<file path="src/rtl/game_pkg.sv">
// Shared types and default parameters for the game-level sequencer.
//   game_state_t : round state as seen on the game_ctrl state port
//   FPS          : frames per timer wrap (timer runs 0..FPS-1)
//   *_DEF        : default round tuning values used by game_ctrl
package game_pkg;

    typedef enum logic [1:0] {
        IDLE = 2'd0,
        PLAY = 2'd1,
        OVER = 2'd2
    } game_state_t;

    localparam int unsigned FPS                   = 60;
    localparam int unsigned SPEED_INIT_DEF        = 6;
    localparam int unsigned SPEED_MAX_DEF         = 13;
    localparam int unsigned SPEED_STEP_FRAMES_DEF = 600;
    localparam int unsigned SCORE_MAX_DEF         = 99_999;

    localparam int unsigned TIMER_W = 6;
    localparam int unsigned SPEED_W = 4;
    localparam int unsigned SCORE_W = 17;
    localparam int unsigned SUM_W   = 18;

endpackage

</file>
<file path="src/rtl/debouncer.sv">
// Button conditioner: 2-flop synchronizer followed by a stable-count debouncer.
//   clk, rst     : clock, asynchronous active-low reset
//   btn_i        : raw asynchronous button level
//   btn_db_o     : debounced level, changes after DEBOUNCE_CYCLES stable clocks
//   btn_rise_o   : one-cycle pulse coincident with each 0->1 change of btn_db_o
module debouncer #(
    parameter int unsigned DEBOUNCE_CYCLES = 1_000_000
) (
    input  logic clk,
    input  logic rst,
    input  logic btn_i,
    output logic btn_db_o,
    output logic btn_rise_o
);

    localparam int unsigned     CNT_W    = $clog2(DEBOUNCE_CYCLES + 1);
    localparam logic [CNT_W-1:0] CNT_LAST = CNT_W'(DEBOUNCE_CYCLES - 1);

    logic             sync1_q, sync2_q;
    logic [CNT_W-1:0] cnt_q, cnt_d;
    logic             db_q, db_d;
    logic             rise_q, rise_d;

    // Synchronizer, stable counter and outputs
    always_ff @(posedge clk or negedge rst) begin
        if (!rst) begin
            sync1_q <= 1'b0;
            sync2_q <= 1'b0;
            cnt_q   <= '0;
            db_q    <= 1'b0;
            rise_q  <= 1'b0;
        end else begin
            sync1_q <= btn_i;
            sync2_q <= sync1_q;
            cnt_q   <= cnt_d;
            db_q    <= db_d;
            rise_q  <= rise_d;
        end
    end

    // Count consecutive clocks of disagreement; any agreement restarts the count
    always_comb begin
        cnt_d  = '0;
        db_d   = db_q;
        rise_d = 1'b0;
        if (sync2_q != db_q) begin
            if (cnt_q == CNT_LAST) begin
                db_d   = sync2_q;
                rise_d = sync2_q;
            end else begin
                cnt_d = cnt_q + CNT_W'(1);
            end
        end
    end

    assign btn_db_o   = db_q;
    assign btn_rise_o = rise_q;

endmodule

</file>
<file path="src/rtl/game_ctrl.sv">
// Game-level sequencer: frame divider, animation timer, round FSM,
// speed ramp, distance score and restart pulse.
//   clk, rst   : clock, asynchronous active-low reset
//   btn_jump   : raw jump button (async, active-high)
//   crash      : collision level, synchronous to clk
//   frame_tick : one-cycle pulse per frame
//   timer      : frame index 0..59
//   speed      : scroll speed
//   jump       : debounced jump level, forced low in OVER and on restart
//   restart    : one-cycle pulse when a round restarts from OVER
//   state      : game_state_t
//   score      : saturating distance score
module game_ctrl
    import game_pkg::*;
#(
    parameter int unsigned CLK_PER_FRAME     = 1_666_666,
    parameter int unsigned DEBOUNCE_CYCLES   = 1_000_000,
    parameter int unsigned SPEED_INIT        = SPEED_INIT_DEF,
    parameter int unsigned SPEED_MAX         = SPEED_MAX_DEF,
    parameter int unsigned SPEED_STEP_FRAMES = SPEED_STEP_FRAMES_DEF,
    parameter int unsigned SCORE_MAX         = SCORE_MAX_DEF
) (
    input  logic                clk,
    input  logic                rst,
    input  logic                btn_jump,
    input  logic                crash,
    output logic                frame_tick,
    output logic [TIMER_W-1:0]  timer,
    output logic [SPEED_W-1:0]  speed,
    output logic                jump,
    output logic                restart,
    output logic [1:0]          state,
    output logic [SCORE_W-1:0]  score
);

    localparam int unsigned       DIV_W      = $clog2(CLK_PER_FRAME);
    localparam int unsigned       STEP_W     = $clog2(SPEED_STEP_FRAMES + 1);
    localparam logic [DIV_W-1:0]   DIV_LAST   = DIV_W'(CLK_PER_FRAME - 1);
    localparam logic [TIMER_W-1:0] TIMER_LAST = TIMER_W'(FPS - 1);

    logic btn_db, btn_rise;

    game_state_t        state_q, state_d;
    logic [DIV_W-1:0]   div_q, div_d;
    logic               tick_q, tick_d;
    logic [TIMER_W-1:0] timer_q, timer_d;
    logic [STEP_W-1:0]  step_q, step_d, step_inc;
    logic [SPEED_W-1:0] speed_q, speed_d;
    logic [SCORE_W-1:0] score_q, score_d;
    logic [SUM_W-1:0]   score_sum;
    logic               jump_q, jump_d;
    logic               restart_q, restart_d;

    debouncer #(
        .DEBOUNCE_CYCLES (DEBOUNCE_CYCLES)
    ) u_debouncer (
        .clk        (clk),
        .rst        (rst),
        .btn_i      (btn_jump),
        .btn_db_o   (btn_db),
        .btn_rise_o (btn_rise)
    );

    // State and datapath registers
    always_ff @(posedge clk or negedge rst) begin
        if (!rst) begin
            state_q   <= IDLE;
            div_q     <= '0;
            tick_q    <= 1'b0;
            timer_q   <= '0;
            step_q    <= '0;
            speed_q   <= SPEED_W'(SPEED_INIT);
            score_q   <= '0;
            jump_q    <= 1'b0;
            restart_q <= 1'b0;
        end else begin
            state_q   <= state_d;
            div_q     <= div_d;
            tick_q    <= tick_d;
            timer_q   <= timer_d;
            step_q    <= step_d;
            speed_q   <= speed_d;
            score_q   <= score_d;
            jump_q    <= jump_d;
            restart_q <= restart_d;
        end
    end

    // Next-state: divider, timer, round FSM, ramp and score
    always_comb begin
        state_d   = state_q;
        div_d     = div_q + DIV_W'(1);
        tick_d    = 1'b0;
        timer_d   = timer_q;
        step_d    = step_q;
        step_inc  = step_q + STEP_W'(1);
        speed_d   = speed_q;
        score_d   = score_q;
        score_sum = SUM_W'(score_q) + SUM_W'(speed_q);
        restart_d = 1'b0;
        jump_d    = 1'b0;

        // Tick is registered so it is high while the counter holds its last value
        if (div_q == DIV_LAST) begin
            div_d = '0;
        end
        tick_d = (div_d == DIV_LAST);

        if (tick_q) begin
            timer_d = (timer_q == TIMER_LAST) ? '0 : timer_q + TIMER_W'(1);
        end

        case (state_q)
            IDLE: begin
                speed_d = SPEED_W'(SPEED_INIT);
                score_d = '0;
                step_d  = '0;
                if (btn_rise) begin
                    state_d = PLAY;
                end
            end
            PLAY: begin
                // Crash takes priority over a coincident frame update
                if (crash) begin
                    state_d = OVER;
                end else if (tick_q) begin
                    score_d = (score_sum > SUM_W'(SCORE_MAX)) ? SCORE_W'(SCORE_MAX)
                                                              : score_sum[SCORE_W-1:0];
                    if (step_inc == STEP_W'(SPEED_STEP_FRAMES)) begin
                        step_d  = '0;
                        speed_d = (speed_q >= SPEED_W'(SPEED_MAX)) ? SPEED_W'(SPEED_MAX)
                                                                   : speed_q + SPEED_W'(1);
                    end else begin
                        step_d = step_inc;
                    end
                end
            end
            OVER: begin
                // Only a fresh debounced rising edge restarts; a held button has no edge
                if (btn_rise) begin
                    state_d   = PLAY;
                    restart_d = 1'b1;
                    score_d   = '0;
                    speed_d   = SPEED_W'(SPEED_INIT);
                    step_d    = '0;
                end
            end
            default: begin
                state_d = IDLE;
            end
        endcase

        if ((state_d != OVER) && !restart_d) begin
            jump_d = btn_db;
        end
    end

    assign frame_tick = tick_q;
    assign timer      = timer_q;
    assign speed      = speed_q;
    assign jump       = jump_q;
    assign restart    = restart_q;
    assign state      = state_q;
    assign score      = score_q;

endmodule

</file>
<file path="config.mk">
export PLATFORM = sky130hd
export DESIGN_NAME = game_ctrl
export DESIGN_NICKNAME = d
export VERILOG_FILES = /design/src/rtl/game_pkg.sv /design/src/rtl/debouncer.sv /design/src/rtl/game_ctrl.sv
export SDC_FILE = /design/constraint.sdc
export NUM_CORES = 1
export LEC_CHECK = 0
export BUFFER_PORTS_ARGS = -buffer_cell sky130_fd_sc_hd__buf_2
export CORE_MARGIN = 1
export CORE_UTILIZATION = 40
export DETAILED_ROUTE_END_ITERATION = 10
export SLEW_MARGIN = 5
export SYNTH_ARGS = -nofsm -noshare
export SYNTH_HDL_FRONTEND = slang
export SYNTH_HIERARCHICAL = 1
export SYNTH_SLANG_ARGS = --single-unit
</file>
<file path="constraint.sdc">
create_clock -name clk -period 8.9 [get_ports clk]
set_clock_uncertainty 0.05 [all_clocks]
set_input_delay 1.78 -clock clk [delete_from_list [all_inputs] [get_ports clk]]
set_output_delay 1.78 -clock clk [all_outputs]
set_load 0.02 [all_outputs]
</file>
==> impl.org <==
** Outcome
- The run finished with clean final reports.

** Pwr
- Overall power of the completed layout :: slightly below 0.8 mW
- Cell internal power was estimated by the tool at 0.618 mW.
- Leakage power total :: approximately 2.5 nW
- Of the total power, combinational logic draws 1.6%.
- PD cells :: 141 nW/µm²
- Maximum vdd ir drop :: 0.000117 V
- The share of total power dissipated in sequential elements is 50.1%.
- Net switching power :: 0.178 mW
- Switching Fraction :: 22.3%
- Share of total power in the clock network :: 48.3%

** Floorplan
- For this configuration, the core starts out at a cell density of 41.5%.
- During I/O placement, the number of pins put on the boundary was 36.
- Measured along the x axis, the die boundary spans 114 µm.
- The floorplan has 40 rows.
- The die covers 13000 µm².
- Die span in y :: 114 µm
- The core region is around 12000 µm².

** Finish
- Ratio of cells with drive above 1 in the final layout :: 14.8%
- Utilization after layout :: between 40% and 50%
- At the end of the flow, the number of nets in the layout was 572.
- Area growth syn-to-layout :: 12.4%
- Final Cell Area :: 5650 µm²
- N_diodes :: 0

** Setup path
- Library cell contributing the largest single delay on the critical path :: sky130_fd_sc_hd__nor2_1
- The largest single stage delay on the critical path is around 0.83 ns.
- The worst setup path is captured at a flip-flop.
- Of all nets on the critical path, the largest fanout is 15.
- The worst setup path is launched from a primary input.
- Series of cell instances along the critical path :: buf_2, nand2b_1, nor2_1, o21ai_0, o21ai_0, nand2_1, o41ai_1
- Worst endpoint required time :: 9.07 ns
- The critical path is of the in2reg type.
- WP data arrival :: 4.05 ns
- Among cell families on the critical path, the largest total delay comes from compound AO/OA/AOI/OAI gates.
- Worst path buffer plus inverter count :: 1
- CP dominant cell by count :: sky130_fd_sc_hd__o21ai_0

** Routing
- The detailed router finished its first iteration with ~230 violations.
- First-pass iteration count of the detailed router :: 4
- Final routed wire length divided by cell count :: approximately 15 µm
- In this run the remaining antenna-violating nets after routing total 0.
- Total detailed-routing wirelength :: 11100 µm
- Using the TritonRoute via totals, the vias-per-cell ratio works out to around 5.6.
- For this run, design rule violations remaining after detail routing come to 0.
- The routed layout has 4109 vias.

** Synthesis
- After synthesis, flip-flops and latches occupy 43.4% of the total area.
- The synthesized design contains a little under 90 register bits.
- Netlist area before placement :: 5030 µm²
- After synthesis, the mean cell area works out to 9.57 µm².
- Syn_nets :: around 540
- Number of different library cells in the post-synthesis netlist :: 75
- For this run, the number of Yosys warnings is 6.
- In this run, synthesis inferred 0 flip-flops with an integrated enable.
- After synthesis, the share of flip-flops with an asynchronous set or reset is 100%.
- Main flop type after synthesis :: sky130_fd_sc_hd__dfrtp_1
- Count of mapped cells out of synthesis :: roughly 530

** Global route
- Via count of the first global-routing pass :: 3816
- All-layer global routing usage :: 18.3%
- Entering global routing, the biggest net connects 59 pins.
- Total global routing overflow :: 0
- Antenna violations before repair :: 0
- First-pass GRT wire length :: 19000 µm

** Clocking
- In this run the post-CTS setup repair buffer count came out at 0.
- Post-CTS Hold Buffers :: 0
- The cell sitting at the root of the clock tree is a sky130_fd_sc_hd__clkbuf_16.
- TritonCTS built the clock tree.
- In this run the deepest clock path goes through 2 buffers.
- Total of cells resized after clock tree synthesis :: 0
- Level count of the clock H-tree :: 3
- CTS clk-pin slew, worst paths :: around 0.070 ns
- In this run, CTS created clock tree buffers numbering 9.
- At the later pin of the worst-skew pair, clock insertion delay measures 0.34 ns.
- For this design, the sink count on the clock tree is between 80 and 90.

** Placement
- Post-place instance area :: roughly 5400 µm²
- The count of buffers added on input and output ports is 35.
- Total half-perimeter wirelength after legalization and detailed placement :: 7590 µm
- Placer Congestion :: 0.826

** Timing
- The total count of hold-check failures in the final report is 0.
- The worst path needs 3.88 ns of the cycle, external delays included.
- RSZ-0062 raised after global routing :: no
- Of the available clock period, the critical path in the final layout requires between 40% and 50%.
- F_max :: 258 MHz
- Worst-margin pin slew :: 1.08 ns
- Final count of pins violating max slew :: 0
- Max-slew headroom at the worst pin :: 27.5%
- Final setup vio count :: 0
- Setup_tns :: 0 ns

** Run
- # Max-Cap Violations :: 0

** Hold path
- Class of the worst hold path :: reg2reg
## layer usage
| metal | GRT usage, % | share of wire, % |
|---|---|---|
| met5 | 0 | 0 |
| met4 | 4.94 | 1.2 |
| met3 | 4.82 | 4.2 |
| met2 | 28.6 | 47 |
| met1 | 25.2 | 48 |
## cells in the mapped netlist (4+ instances only)
cell type | count | share of area (%)
sky130_fd_sc_hd__xnor2_1 | 23 | 4.0
sky130_fd_sc_hd__xor2_1 | 20 | 3.5
sky130_fd_sc_hd__a221o_1 | 5 | 1.0
sky130_fd_sc_hd__a21oi_1 | 16 | 1.6
sky130_fd_sc_hd__nand3_1 | 27 | 2.7
sky130_fd_sc_hd__nor4_1 | 8 | 1.0
sky130_fd_sc_hd__nand2b_1 | 7 | 0.87
sky130_fd_sc_hd__and3_1 | 11 | 1.4
sky130_fd_sc_hd__nand4_1 | 13 | 1.6
sky130_fd_sc_hd__or3_1 | 6 | 0.75
sky130_fd_sc_hd__ha_1 | 12 | 3.0
sky130_fd_sc_hd__and2_1 | 5 | 0.62
sky130_fd_sc_hd__inv_1 | 19 | 1.4
sky130_fd_sc_hd__clkbuf_1 | 13 | 0.97
sky130_fd_sc_hd__o21ai_0 | 28 | 2.8
sky130_fd_sc_hd__o31ai_1 | 11 | 1.6
sky130_fd_sc_hd__dfrtp_1 | 85 | 42
sky130_fd_sc_hd__nand2_1 | 42 | 3.1
sky130_fd_sc_hd__nor2_1 | 61 | 4.6
sky130_fd_sc_hd__a211o_1 | 6 | 1.0
sky130_fd_sc_hd__nor3_1 | 12 | 1.2
sky130_fd_sc_hd__a211oi_1 | 4 | 0.60
sky130_fd_sc_hd__or4_1 | 4 | 0.60
## placed cells by master (no fill, tap or decap), types with 4 or more instances in the layout
cell,n
sky130_fd_sc_hd__nand3_1,27
sky130_fd_sc_hd__inv_1,19
sky130_fd_sc_hd__a211o_1,6
sky130_fd_sc_hd__nand2_1,42
sky130_fd_sc_hd__and3_1,11
sky130_fd_sc_hd__buf_2,34
sky130_fd_sc_hd__nand2b_1,7
sky130_fd_sc_hd__dfrtp_1,85
sky130_fd_sc_hd__a211oi_1,4
sky130_fd_sc_hd__xor2_1,20
sky130_fd_sc_hd__clkbuf_16,9
sky130_fd_sc_hd__o21ai_0,28
sky130_fd_sc_hd__xnor2_1,23
sky130_fd_sc_hd__ha_1,12
sky130_fd_sc_hd__nand4_1,13
sky130_fd_sc_hd__a21oi_1,16
sky130_fd_sc_hd__and2_1,5
sky130_fd_sc_hd__nor2_1,61
sky130_fd_sc_hd__a221o_1,5
sky130_fd_sc_hd__nor4_1,7
sky130_fd_sc_hd__or3_1,6
sky130_fd_sc_hd__o31ai_1,11
sky130_fd_sc_hd__nor3_1,12
sky130_fd_sc_hd__or4_1,4
## through the flow
| stage | std cells | hold slack (ns) | worst slack (ns) |
|---|---|---|---|
| after global placement | 712 | 0.322 | 4.75 |
| after detailed placement | 712 | 0.323 | 4.71 |
| after floorplan | 525 | 0.281 | 5.72 |
| after CTS | 728 | 0.334 | 5.04 |
| final | 728 | 0.334 | 5.02 |
| after global routing | 728 | 0.336 | 4.71 |
## flip-flops by register name, summed over array words and instances, names as in the netlist
signal	flops
frame_tick	1
u_debouncer/btn_rise_o	1
speed	4
u_debouncer/sync1_q	1
u_debouncer/btn_db_o	1
restart	1
step_q	10
state	2
u_debouncer/sync2_q	1
timer	6
jump	1
score	17
u_debouncer/cnt_q	20
div_q	21
## cell type report
cell class | instances | area, µm²
fill | 1172 | 6460
multi-input combinational | 401 | 2700
sequential | 87 | 2180
clock buffer | 9 | 225
tap | 168 | 210
timing repair buffer | 37 | 193
clock inverter | 7 | 72.6
inverter | 19 | 71.3
## path summary, 6_finish.rpt
path	startpoint	slack, ns	end	cells after the start
min	u_debouncer/sync1_q	0.33	u_debouncer/sync2_q	0
max in group asynchronous	rst	6.42	div_q[16]	2
max reg2reg	speed[0]	5.43	score[1]	10
max	crash	5.02	step_q[6]	7
min reg2reg	u_debouncer/sync1_q	0.33	u_debouncer/sync2_q	0
min in group asynchronous	rst	1.32	speed[0]	1
## kinds of logic after synthesis
| family | after synthesis | share of synthesized area (%) |
|---|---|---|
| buffers and inverters | 37 | 3.06 |
| AO/OA/AOI/OAI | 107 | 16.2 |
| flip-flops | 87 | 43.4 |
| XOR/XNOR | 43 | 7.49 |
| multiplexers | 7 | 1.57 |
| adder cells (fa/ha/maj) | 13 | 3.39 |
| AND/OR/NAND/NOR | 231 | 24.9 |
## power by group through the flow
| stage | Combinational [mW] | Sequential, mW | Clock (mW) |
|---|---|---|---|
| CTS | 0.0138 | 0.398 | 0.393 |
| global placement | 0.0135 | 0.406 | 0 |
| detailed placement | 0.0138 | 0.406 | 0 |
| finish | 0.0129 | 0.398 | 0.384 |
| global route | 0.0155 | 0.398 | 0.408 |
| floorplan | 0.00369 | 0.405 | 0 |
## worst register-to-register path: stages, from the launching register on
cell and delay (ns):
sky130_fd_sc_hd__dfrtp_1 0.50, sky130_fd_sc_hd__ha_1 0.24, sky130_fd_sc_hd__inv_1 0.06, sky130_fd_sc_hd__fa_1 0.40, sky130_fd_sc_hd__nand2b_1 0.22, sky130_fd_sc_hd__a211o_1 0.42
sky130_fd_sc_hd__nor3_2 0.33, sky130_fd_sc_hd__mux2_2 0.40, sky130_fd_sc_hd__a22oi_4 0.31, sky130_fd_sc_hd__nor3_4 0.14, sky130_fd_sc_hd__a211o_1 0.30
Note: power is estimated with default switching activity, not from simulation.
